===== src/rtl/ln_ctrl_pkg.sv =====
// Shared types and defaults for the natural-log core sharing controller.
// Holds the FSM encoding, default widths and the timeout counter width helper.
package ln_ctrl_pkg;

   typedef enum logic [2:0] {
      S_IDLE,
      S_CLR,
      S_LAUNCH,
      S_WAIT,
      S_DONE
   } state_t;

   localparam int DEF_X_W     = 16;
   localparam int DEF_R_W     = 18;
   localparam int DEF_TIMEOUT = 64;

   // Width of the WAIT timeout counter; never narrower than one bit.
   function automatic int to_w(input int timeout);
      return (timeout > 2) ? $clog2(timeout) : 1;
   endfunction

   localparam int DEF_TO_W = to_w(DEF_TIMEOUT);

endpackage


===== src/rtl/ln_share_ctrl_rr_pick.sv =====
// Combinational round-robin select: the first requester found after ptr,
// wrapping modulo N_REQ, wins.
module rr_pick #(
   parameter int N_REQ = 4,
   parameter int PTR_W = $clog2(N_REQ)
) (
   input  logic [N_REQ-1:0] req,
   input  logic [PTR_W-1:0] ptr,
   output logic             any,
   output logic [PTR_W-1:0] win
);

   logic [PTR_W-1:0] cand [N_REQ];
   logic [N_REQ-1:0] hit;

   // Candidate gi is the requester at distance gi+1 after the pointer.
   for (genvar gi = 0; gi < N_REQ; gi++) begin : g_cand
      logic [PTR_W:0] sum;
      assign sum       = {1'b0, ptr} + (PTR_W+1)'(gi + 1);
      assign cand[gi]  = (sum >= (PTR_W+1)'(N_REQ)) ? PTR_W'(sum - (PTR_W+1)'(N_REQ))
                                                     : sum[PTR_W-1:0];
      assign hit[gi]   = req[cand[gi]];
   end

   always_comb begin
      any = 1'b0;
      win = '0;
      for (int i = N_REQ - 1; i >= 0; i--) begin
         if (hit[i]) begin
            any = 1'b1;
            win = cand[i];
         end
      end
   end

endmodule


===== src/rtl/ln_share_ctrl.sv =====
// Shares one natural-log core between N_REQ requesters: round-robin grant,
// core clear, launch, bounded wait for Ready, then a one-hot completion.
module ln_share_ctrl
   import ln_ctrl_pkg::*;
#(
   parameter int N_REQ   = 4,
   parameter int X_W     = DEF_X_W,
   parameter int R_W     = DEF_R_W,
   parameter int TIMEOUT = DEF_TIMEOUT
) (
   input  logic                   clk,
   input  logic                   rst,
   input  logic [N_REQ-1:0]       req,
   input  logic [N_REQ*X_W-1:0]   req_x,
   output logic [N_REQ-1:0]       gnt,
   output logic [N_REQ-1:0]       done,
   output logic [R_W-1:0]         res,
   output logic                   err,
   output logic                   core_rst,
   output logic                   core_start,
   output logic [X_W-1:0]         core_x,
   input  logic                   core_ready,
   input  logic [R_W-1:0]         core_r
);

   localparam int PTR_W = $clog2(N_REQ);
   localparam int TO_W  = to_w(TIMEOUT);

   state_t             state_q;
   logic [PTR_W-1:0]   ptr_q;
   logic [PTR_W-1:0]   win_q;
   logic [X_W-1:0]     x_q;
   logic [TO_W-1:0]    cnt_q;
   logic               hold_q;
   logic [R_W-1:0]     res_q;
   logic               err_q;
   logic [N_REQ-1:0]   gnt_q;
   logic [N_REQ-1:0]   done_q;
   logic               start_q;
   logic [X_W-1:0]     core_x_q;

   logic               pick_any;
   logic [PTR_W-1:0]   pick_idx;

   rr_pick #(
      .N_REQ (N_REQ),
      .PTR_W (PTR_W)
   ) u_pick (
      .req (req),
      .ptr (ptr_q),
      .any (pick_any),
      .win (pick_idx)
   );

   always_ff @(posedge clk or negedge rst) begin
      if (!rst) begin
         state_q  <= S_IDLE;
         ptr_q    <= PTR_W'(N_REQ - 1);
         win_q    <= '0;
         x_q      <= '0;
         cnt_q    <= '0;
         hold_q   <= 1'b0;
         res_q    <= '0;
         err_q    <= 1'b0;
         gnt_q    <= '0;
         done_q   <= '0;
         start_q  <= 1'b0;
         core_x_q <= '0;
      end else begin
         case (state_q)
            S_IDLE: begin
               if (pick_any) begin
                  win_q   <= pick_idx;
                  ptr_q   <= pick_idx;
                  x_q     <= req_x[pick_idx*X_W +: X_W];
                  gnt_q   <= N_REQ'(1) << pick_idx;
                  state_q <= S_CLR;
               end
            end
            S_CLR: begin
               gnt_q    <= '0;
               start_q  <= 1'b1;
               core_x_q <= x_q;
               state_q  <= S_LAUNCH;
            end
            S_LAUNCH: begin
               start_q <= 1'b0;
               cnt_q   <= '0;
               hold_q  <= 1'b1;
               state_q <= S_WAIT;
            end
            S_WAIT: begin
               if (core_ready) begin
                  res_q    <= core_r;
                  err_q    <= 1'b0;
                  done_q   <= N_REQ'(1) << win_q;
                  core_x_q <= '0;
                  state_q  <= S_DONE;
               end else if (hold_q) begin
                  // Counting starts one WAIT cycle late so the error
                  // completion lands TIMEOUT+3 cycles after the grant.
                  hold_q <= 1'b0;
               end else if (cnt_q == TO_W'(TIMEOUT - 1)) begin
                  res_q    <= '0;
                  err_q    <= 1'b1;
                  done_q   <= N_REQ'(1) << win_q;
                  core_x_q <= '0;
                  state_q  <= S_DONE;
               end else begin
                  cnt_q <= cnt_q + 1'b1;
               end
            end
            S_DONE: begin
               done_q  <= '0;
               state_q <= S_IDLE;
            end
            default: state_q <= S_IDLE;
         endcase
      end
   end

   assign gnt        = gnt_q;
   assign done       = done_q;
   assign res        = (|done_q) ? res_q : '0;
   assign err        = (|done_q) & err_q;
   assign core_start = start_q;
   assign core_x     = core_x_q;
   // The core is held cleared for as long as the controller is in reset.
   assign core_rst   = ~rst | (state_q == S_CLR);

endmodule


===== config.mk =====
export PLATFORM = sky130hd
export DESIGN_NAME = ln_share_ctrl
export DESIGN_NICKNAME = d
export VERILOG_FILES = /design/src/rtl/ln_ctrl_pkg.sv /design/src/rtl/ln_share_ctrl_rr_pick.sv /design/src/rtl/ln_share_ctrl.sv
export SDC_FILE = /design/constraint.sdc
export NUM_CORES = 1
export LEC_CHECK = 0
export CORE_AREA = 2 2 94 96
export DETAILED_ROUTE_END_ITERATION = 7
export DIE_AREA = 0 0 96 98
export HOLD_SLACK_MARGIN = 0.15
export PLACE_DENSITY = 0.88
export SYNTH_ARGS = -nofsm -noshare
export SYNTH_HDL_FRONTEND = slang
export SYNTH_HIERARCHICAL = 1
export SYNTH_SLANG_ARGS = --single-unit

===== constraint.sdc =====
create_clock -name clk -period 2.25 [get_ports clk]
set_input_delay 0.45 -clock clk [delete_from_list [all_inputs] [get_ports clk]]
set_output_delay 0.45 -clock clk [all_outputs]
set_load 0.05 [all_outputs]

== Word-level counts from Yosys, hierarchy flattened ==
Cells that the tools add are included.

* Bits in registers: 74
* Input bits: 89
* Output and inout port bits: 45
* Word-level logic and storage cells: 112

* Add/sub/neg operators: 9
* $lt $le $gt $ge: 8
* Equality and inequality tests: 12
* Shifts and indexed selects: 3
* Multiplexer cells: 49
* Bitwise gates (word level): 3
* Reductions and logical operators: 16

{| class="wikitable"
|+ Operators by type and width
! kind !! count
|-
| two-way mux 18 bit || 4
|-
| indexed part select 64 x 7 -> 16 bit || 1
|-
| two-way mux 16 bit || 3
|-
| one-hot mux 16 bit (2 select lines) || 1
|-
| two-way mux 6 bit || 3
|-
| two-way mux 2 bit || 8
|-
| two-way mux 4 bit || 4
|-
| one-hot mux 4 bit (2 select lines) || 2
|-
| greater-or-equal comparator 3 bit (second input constant) || 4
|-
| less-than comparator 2 x 3 -> 1 bit (second input constant) || 4
|-
| two-way mux 1 bit || 12
|-
| two-way mux 3 bit || 4
|-
| one-hot mux 3 bit (4 select lines) || 1
|-
| one-hot mux 6 bit (2 select lines) || 1
|-
| AND reduction 3 bit || 4
|-
| nonzero test 2 bit || 6
|-
| inequality test 2 bit (second input constant) || 5
|-
| binary-select mux 1 bit (select 2 bit) || 4
|-
| left shift 1 x 2 -> 4 bit (first input constant) || 2
|-
| subtractor 2 x 1 -> 2 bit (second input constant) || 4
|-
| adder 2 x 2 -> 3 bit (second input constant) || 2
|-
| adder 6 x 1 -> 6 bit (second input constant) || 1
|-
| == test 3 x 2 -> 1 bit (second input constant) || 2
|-
| == test 6 bit (second input constant) || 1
|-
| other kinds (13) || 17
|}

== Depth between registers and ports, before layout ==
* Depth in word-level cells: 12
* Gate-level depth with buffers: 7
* Gate-level depth less buffers: 6

== Cells and area by module ==
The synthesis kept the hierarchy.

{| class="wikitable"
|+ Modules (own cells, without submodules)
! module !! instances !! cells each !! area each (um2) !! seq. area each (um2)
|-
| ln_share_ctrl || 1 || 337 || 3,594.7 || 1,854.3
|-
| rr_pick || 1 || 14 || 91.3 || 0.0
|}

== Worst setup path before layout ==
Ideal clock, no wire load.

* Path kind: reg-to-output
* Start: register done_q[1] (netlist: done[1])
* End: output port res[13]
* Arrival time: 1.781 ns
* Data required time: 1.800 ns
* Slack: 0.019 ns
* Cell stages (with the launch flop): 4
* Buffers on the path: 1
* Cells stage by stage: dfrtp_1 nor4_4 clkbuf_1 and2b_1

* Word-level cells in the longest chain between the ends: 2

{| class="wikitable"
|+ RTL lines
! what !! line !! source
|-
| start, declared || ln_share_ctrl.sv:38 || <nowiki>logic [N_REQ-1:0] done_q;</nowiki>
|-
| start signal, assigned || ln_share_ctrl.sv:96 || <nowiki>done_q <= N_REQ'(1) << win_q;</nowiki>
|-
| start signal, assigned || ln_share_ctrl.sv:106 || <nowiki>done_q <= N_REQ'(1) << win_q;</nowiki>
|-
| OR reduction 4 bit || ln_share_ctrl.sv:124 || <nowiki>assign res = (|done_q) ? res_q : '0;</nowiki>
|-
| two-way mux 18 bit || ln_share_ctrl.sv:124 ||
|-
| end, declared || ln_share_ctrl.sv:17 || <nowiki>output logic [R_W-1:0] res,</nowiki>
|}

Every way passes these cells.

== Worst setup path in the final report ==
* Start: register done_q[2] (netlist: done[2])
* End: output port res[13]

Same word-level chain as after synthesis.

==> flow_summary.toml <==
[synthesis]
synth_top_flop_cell = "dfrtp_1"
synth_nets = 441
ys_warn_count = 6
ys_seq_area_share_pct = 50.3
synth_cell_types = 45
ys_ff_latch = 74
syn_area_per_cell_sq_um = 10.5
ys_top_cells_by_area = "dfrtp_1 (49%), nand2_1 (11%), mux4_2 (9.8%)"
synthCells = 351
netlist.area_leader.share_pct = 48.9
synth_edf_count = 0
ys_async_sr_fraction_pct = 100
syn_area_sq_um = 3690
synth_area_leader_cell = "dfrtp_1"

[timing]
drv_slew = 0
max_freq_mhz = 474
post-route-period-util_pct = 93.7
clock_skew_ps = 12.3
holdWs_ps = 362
maxSlewHeadroom_pct = 38.4
tightest_slew_ps = 924
period_needed_ps = 2110
grt_setup_unrepaired = "no"
hold_viol_final = 0
setup_viol = 0

[finish]
fin_nets = 580
fin_util_pct = 63.5
antenna_cells = 0
drive_gt1_share_pct = 17.0
fillers = 664
syn_to_final_growth_pct = 45.8
finalInstanceArea_sq_um = 5370

[floorplanning]
start_util_pct = 43.5
die_width_microns = 96
coreArea_sq_um = 8470
die_area_sq_um = 9410
rows = 34
die_h_microns = 98
num_io_pins = 134

[drt]
dr.pass1.iters = 4
ant_nets = 0
vias = 3190
routed_wl_mm = 9.98
drt-initial-drc-count = 198
wire_per_inst_microns = 16.5
drcViolationCount = 0
vias_per_cell = 5.29

[pwr]
clkPwrFrac_pct = 15.0
pwr-share-seq_pct = 30.1
total_power_mw = 7.76
p_sw_share_pct = 45.5
p_switching_mw = 3.53
p_per_area_nw_per_um2 = 1450
ir_drop_uv = 892
p_int_mw = 4.23
p_leak_nw = 2.38
combPwrFrac_pct = 54.9

[clock_tree]
cts_max_level = 3
root_buffer = "clkbuf_8"
cts_made_buffers = 9
cts_tree = "done"
path_clk_slew_ps = 80
cts.path.max_buffers = 2
clk_latency_ps = 340
clock-sinks = 74

[min_path]
hold_class = "input pin to asynchronous set/reset pin"

[global_routing]
antenna_found_initial = 0
grt.total_usage_pct = 22.4
grt_max_degree = 75
overflow = 0
grt_pass1_vias = 3378
grt_pass1_wl_mm = 16.4

[critical_path]
cp-start-kind = "flip-flop"
worstPathArrival_ps = 1660
worst-path-max-fanout = 10
cp.required_ps = 1800
crit_path_end_kind = "primary output"
critPathKind = "flip-flop to primary output"

[status]
status = "completed"

[placement]
routabilityCongestion = 0.840
io_buffers = 133
hpwlAfterDp_mm = 7.23
postPlaceCellArea_sq_um = 5140

[job]
max_cap_viol_count = 0
[cells by family after synthesis]
family                     after synthesis  synth area share, %
AOI/OAI and AO/OA                       65                 12.3
buffers and inverters                   22                 3.39
muxes                                   21                 11.1
and+or+nand+nor                        168                 22.6
DFF                                     74                 50.3
adders and majority gates                1                0.339
[critical path: stages, from the launching register on]
cell	delay, ps
dfrtp_1	430
nor4_4	320
buf_4	220
and2b_1	180
buf_4	180
[placed cells by master (no fill, tap or decap), drive strengths merged, types with 2 or more instances in the layout]
cell type / n
and2: 3
o31ai: 3
dfstp: 2
inv: 3
mux4: 16
a31oi: 2
dfrtp: 72
clkdlybuf4s50: 112
a22o: 19
a21oi: 9
nor2b: 20
buf: 35
clkinv: 3
or3b: 2
and2b: 2
nand2b: 5
mux2i: 5
nand2: 109
nand4: 3
bufinv: 2
nand3b: 6
clkbuf: 10
o21ai: 27
nor2: 9
nand3: 4
[registers in the layout, summed over array words and instances, names as in the netlist, 2 cells and up]
name / flops
x_q: 16
win_q: 2
gnt: 4
cnt_q: 6
state_q: 3
res_q: 18
done: 4
ptr_q: 2
core_x: 16
[layer usage]
layer	wire length [microns]	vias to the layer above	GRT usage, %
li1	-	1497	-
met2	5270	101	37.9
met5	0	-	0
met3	461	23	3.70
met4	292	0	9.56
met1	3960	1569	28.1
[metrics by stage]
step | setup slack, ps | cells | TNS (ps)
floorplan | 19.5 | 351 | 0
global placement | -85.6 | 586 | -1310
detailed placement | -151 | 586 | -2080
CTS | 123 | 603 | 0
global route | 40.5 | 603 | 0
finish | 142 | 603 | 0
[layout make-up]
cell class                 instances  area, sq um  area share [%]
sequential                        74         1850            34.5
multi-input combinational        255         1710            31.8
timing repair buffer             147         1430            26.7
clock buffer                      10          138            2.56
tap                              108          135            2.52
clock inverter                     6         90.1            1.68
inverter                           3         11.3           0.210
[power by group through the flow]
stage	clock network (mW)	registers, mW	logic, mW
6_report	1.17	2.34	4.26
5_1_grt	1.24	2.41	4.59
4_1_cts	1.18	2.34	4.29
3_5_place_dp	0	2.35	4.26
3_3_place_gp	0	2.32	4.14
2_1_floorplan	0	2.77	2.45
[synthesized netlist by cell type, types with 3 or more instances]
| cell | count |
|---|---|
| nand2_1 | 108 |
| mux4_2 | 16 |
| a21oi_1 | 8 |
| nand2b_1 | 5 |
| buf_6 | 3 |
| nor2_1 | 7 |
| dfrtp_1 | 72 |
| mux2i_1 | 5 |
| buf_2 | 7 |
| o21ai_1 | 10 |
| nand3_1 | 3 |
| nand3b_1 | 5 |
| nand4_1 | 3 |
| clkbuf_1 | 6 |
| nor2b_1 | 19 |
| buf_4 | 3 |
| a22o_1 | 19 |
| o21ai_0 | 17 |
[repair_timing]
| action | in CTS | in global routing |
|---|---|---|
| buffers inserted | 1 | 0 |
| endpoints found under the setup margin | 10 | 0 |
| resized for setup | 0 | 0 |
| hold buffers | 0 | 0 |
[worst paths after layout]
path                       startpoint    endpoint  slack [ps]  depth (start not counted)
setup / recovery              done[2]     res[13]         140                          4
hold / removal                    rst    cnt_q[3]         360                          2
setup reg to reg             ptr_q[1]     x_q[14]         270                          7
hold reg to reg               x_q[13]     x_q[13]         480                          2
max in group asynchronous         rst  core_x[12]        1300                          2
min in group clk              x_q[13]     x_q[13]         480                          2
Power figures use the tool's default switching activity.
